`src/rtl/join_n_buffered_pkg.sv`:
```
// rtl/join_n_buffered_pkg.sv - default sizing shared by the join_n_buffered slice
package join_n_buffered_pkg;

  localparam int unsigned DEFAULT_N          = 10;
  localparam int unsigned DEFAULT_DATA_WIDTH = 8;

endpackage

```
`src/rtl/join_slot.sv`:
```
// rtl/join_slot.sv - one-entry holding register for a single join input stream
module join_slot #(
  parameter int unsigned DATA_WIDTH = 8
) (
  input  logic                  clk,
  input  logic                  rst,
  input  logic                  load,
  input  logic                  clear,
  input  logic                  reload,
  input  logic [DATA_WIDTH-1:0] data,
  output logic                  full,
  output logic [DATA_WIDTH-1:0] q
);

  // reload wins over clear: a beat arriving on the join cycle refills the slot
  always_ff @(posedge clk) begin
    if (!rst) begin
      full <= 1'b0;
    end else if (reload) begin
      full <= 1'b1;
    end else if (clear) begin
      full <= 1'b0;
    end else if (load) begin
      full <= 1'b1;
    end
  end

  always_ff @(posedge clk) begin
    if (load || reload) begin
      q <= data;
    end
  end

endmodule

```
`src/rtl/join_n_buffered.sv`:
```
// rtl/join_n_buffered.sv - N-to-1 stream join with per-stream slots and a registered output
module join_n_buffered
  import join_n_buffered_pkg::*;
#(
  parameter int unsigned N          = DEFAULT_N,
  parameter int unsigned DATA_WIDTH = DEFAULT_DATA_WIDTH
) (
  input  logic                         clk,
  input  logic                         rst,
  input  logic [N-1:0][DATA_WIDTH-1:0] data_in,
  input  logic [N-1:0]                 data_in_valid,
  output logic [N-1:0]                 data_in_ready,
  output logic [N*DATA_WIDTH-1:0]      data_out,
  output logic                         data_out_valid,
  input  logic                         data_out_ready,
  output logic [N-1:0]                 slot_full
);

  logic [N-1:0][DATA_WIDTH-1:0] slot_data;
  logic [N*DATA_WIDTH-1:0]      out_data;
  logic                         out_valid;
  logic                         join_fire;

  // Output register frees up either when empty or when being drained this cycle
  assign join_fire     = (&slot_full) && (!out_valid || data_out_ready);
  assign data_in_ready = ~slot_full | {N{join_fire}};

  for (genvar i = 0; i < N; i++) begin : g_slot
    join_slot #(
      .DATA_WIDTH(DATA_WIDTH)
    ) u_slot (
      .clk   (clk),
      .rst   (rst),
      .load  (!join_fire && data_in_valid[i] && !slot_full[i]),
      .clear (join_fire && !data_in_valid[i]),
      .reload(join_fire && data_in_valid[i]),
      .data  (data_in[i]),
      .full  (slot_full[i]),
      .q     (slot_data[i])
    );
  end

  always_ff @(posedge clk) begin
    if (!rst) begin
      out_valid <= 1'b0;
    end else if (join_fire) begin
      out_valid <= 1'b1;
    end else if (data_out_ready) begin
      out_valid <= 1'b0;
    end
  end

  // Packed slot array flattens with stream 0 in the low bits
  always_ff @(posedge clk) begin
    if (join_fire) begin
      out_data <= slot_data;
    end
  end

  assign data_out       = out_data;
  assign data_out_valid = out_valid;

endmodule

```
`config.mk`:
```
export PLATFORM = sky130hd
export DESIGN_NAME = join_n_buffered
export DESIGN_NICKNAME = d
export VERILOG_FILES = /design/src/rtl/join_n_buffered_pkg.sv /design/src/rtl/join_slot.sv /design/src/rtl/join_n_buffered.sv
export SDC_FILE = /design/constraint.sdc
export NUM_CORES = 1
export LEC_CHECK = 0
export BUFFER_PORTS_ARGS = -buffer_cell sky130_fd_sc_hd__buf_2
export CAP_MARGIN = 20
export CORE_MARGIN = 3
export CORE_UTILIZATION = 40
export DETAILED_ROUTE_END_ITERATION = 16
export PLACE_DENSITY = 0.65
export RECOVER_POWER = 100
export SLEW_MARGIN = 10
export SYNTH_ARGS = -nofsm -noshare
export SYNTH_HDL_FRONTEND = slang
export SYNTH_SLANG_ARGS = --single-unit
```
`constraint.sdc`:
```
create_clock -name clk -period 3.2 [get_ports clk]
set_input_delay 0.32 -clock clk [delete_from_list [all_inputs] [get_ports clk]]
set_output_delay 0.32 -clock clk [all_outputs]
set_load 0.05 [all_outputs]
```
==> key figures <==
Power
  • Power density cells: 689 nW/um^2
  • Internal power: 0.00396 W
  • Power share of the clock group: 43.9%
  • Leak Pwr: 2.51 nW
  • Maximum VDD drop: 407 uV
  • Switching Fraction: 18.9%
  • Reg power frac: 52.2%
  • Total power: 0.00488 W
  • Gate power share: 3.8%
  • Net Sw Power: 0.000921 W

Global route
  • Met3 usage: 6.50%
  • Met1 usage: 18.1%
  • Number of global-route vias before repair: 2758
  • Overflow after GRT: 0
  • Largest net degree at the start of global routing: 49
  • Initial antenna violation count: 0
  • Gr busiest metal: met2
  • GR met2 Demand/Resource: 20.8%
  • Gr usage total: 14.2%
  • First-pass GRT wire length: 15.2 mm

Worst setup path
  • Reg-to-reg endpoint: g_slot[7].u_slot.q[3]
  • R2R cell count: 3
  • WP data arrival: 2.38 ns
  • Worst R2R Start: g_slot[0].u_slot.full
  • WP data required: 2.88 ns
  • Critical path capture point type: output port
  • Crit Path Class: flip-flop to output port
  • Register-to-Register Setup Slack: 0.53 ns
  • Crit path launch type: flip-flop
  • Critical Path Fanout Max: 21
  • CP startpoint: g_slot[0].u_slot.full

Drt
  • DR vias: 2819
  • Remaining DRCs: 0
  • DR vias/cell: 4.45
  • Post-DR wirelength/cell: 16.2 um
  • Pre-antenna DRT Iters: 4
  • DRT antenna net count: 0
  • DR iter-0 viols: 227
  • Total Routed Length: 10.3 mm

STA
  • Rel. slew slack: 20.5%
  • Tmin final: 2.70 ns
  • Final Max Tran Viols: 0
  • Final Hold Vio Count: 0
  • TNS Setup: 0 ns
  • Max Fclk: 370 MHz
  • RSZ-0062 raised after global routing: no
  • # setup viols final: 0
  • Setup WS post-layout: 0.498 ns
  • Worst-margin pin slew: 1.18 ns
  • Skew final: 0.00945 ns
  • Final Cycle Share: 84.4%

Outcome
  • Status: completed

Die
  • Placement Rows: 42
  • Chip width: 123 um
  • Core Region: 13300 um^2
  • Ports: 194
  • Starting Density: 41.2%
  • Full die area: 15100 um^2
  • Die height: 123 um

Hold path
  • Hold Path End: g_slot[9].u_slot.q[7]
  • Hold Path Depth: 1
  • Hold_sp: data_in[79]
  • Hold Path Class: input pin to flip-flop

Synth
  • Syn_nets: 339
  • Post-synthesis register bit count: 171
  • Synthesized area per cell: 22.2 um^2
  • Cell Area, Synth: 5470 um^2
  • Dominant cells by area after synthesis: edfxtp_1 (88%), dfxtp_1 (4.0%), buf_4 (1.4%)
  • Synth top area share: 87.8%
  • Ys Warns: 0
  • Unique masters post-synth: 18
  • Leading area contributor after synthesis: edfxtp_1
  • Cells after synthesis: 246
  • Register area share after synthesis: 91.8%

Clocking
  • Hold buffers post-CTS: 0
  • Clock Tree Buf Depth: 2
  • Cts bufs inserted: 17
  • Worst skew pair latency: 0.42 ns
  • Clock Pin Slew Worst Setup and Hold Paths: 0.07 ns
  • H-tree depth: 4
  • Resized Gates After CTS: 0
  • CTS Root Cell: clkbuf_16
  • CTS tree: done
  • # Post-CTS Setup Buffers: 0
  • # clock sinks: 171

Cells and area
  • Fin nets: 539
  • Layout cells sized above 1: 26.2%
  • Post-route cell area: 7080 um^2
  • Commonest cells after routing, fill and taps aside: edfxtp_1 (160), clkbuf_1 (109), buf_2 (88)
  • ANT cells: 0
  • Non-filler instance count after layout: 634
  • Area Growth Syn to Fin: 29.3%
  • Most common library cell in the layout ignoring fill and taps: edfxtp_1

Placed design
  • Pre-CTS setup slack: 0.595 ns
  • GPL Wtd Cong: 0.739
  • Placed insts: 603
  • DPL Wire Length: 7.59 mm
  • Area after DPL: 6590 um^2
  • Port Buffers: 193

Flow run
  • Count of maximum capacitance violations: 0
## how the worst max path moves through the flow
stage               cells past startpoint                    end
CTS                                     4       data_in_ready[8]
global placement                        6           data_out[72]
floorplan                               4            data_out[0]
detailed placement                      6           data_out[73]
global route                            3  g_slot[0].u_slot.q[2]
finish                                  4       data_in_ready[0]
## cell usage after synthesis (all sizes together)
cell	count
buf	14
inv	1
o21ai	10
dfxtp	11
a31oi	11
clkbuf	2
edfxtp	160
and4	2
a21boi	10
and2	2
nand2	10
nand4b	1
nor2b	2
nor2	10
## per-layer routing
layer / share of wire [%] / vias to the layer above / routed length [um]
met5: 0 / - / 0
met4: 1.8 / 0 / 189
met3: 12 / 18 / 1190
met2: 46 / 155 / 4720
met1: 41 / 1298 / 4180
li1: - / 1348 / -
## power groups by stage
stage / logic [W] / registers [W] / clock network, W
3_3_place_gp: 0.000196 / 0.00259 / 0
6_report: 0.000188 / 0.00255 / 0.00214
3_5_place_dp: 0.000198 / 0.00260 / 0
2_1_floorplan: 0.000115 / 0.00258 / 0
5_1_grt: 0.000205 / 0.00255 / 0.00231
4_1_cts: 0.000198 / 0.00255 / 0.00219
## worst max-delay path: stages, from the launching register on
cell and delay [ns]:
dfxtp_1 0.42, and4_1 0.27, nand4b_2 0.48, nand2_1 0.30, clkbuf_1 0.50
## flip-flops by register name, summed over array words and instances, names as in the netlist
name,flops
data_out_valid,1
g_slot.u_slot.full,10
g_slot.u_slot.q,80
data_out,80
## area by class of cell
class / count / area, um^2
clock buffer: 19 / 433
clock inverter: 12 / 198
fill: 1115 / 6220
inverter: 1 / 5.00
multi-input combinational: 58 / 327
sequential: 171 / 5020
tap: 176 / 220
timing repair buffer: 197 / 870
## cell families (layout without fill, tap and decap cells)
family	Yosys count	after routing	share of synthesized area, %
buf+inv	17	229	2.06
simple gates	27	27	2.42
compound gates	31	31	3.68
flops	171	171	91.8
## metrics by stage
step,util (%),hold WS (ns)
final,53.2,0.0710
after detailed placement,49.6,0.405
after floorplan,-,0.400
after CTS,54.3,0.0490
after global routing,53.2,0.0486
after global placement,49.6,0.401
No activity file was read; power rests on OpenSTA's default activity.
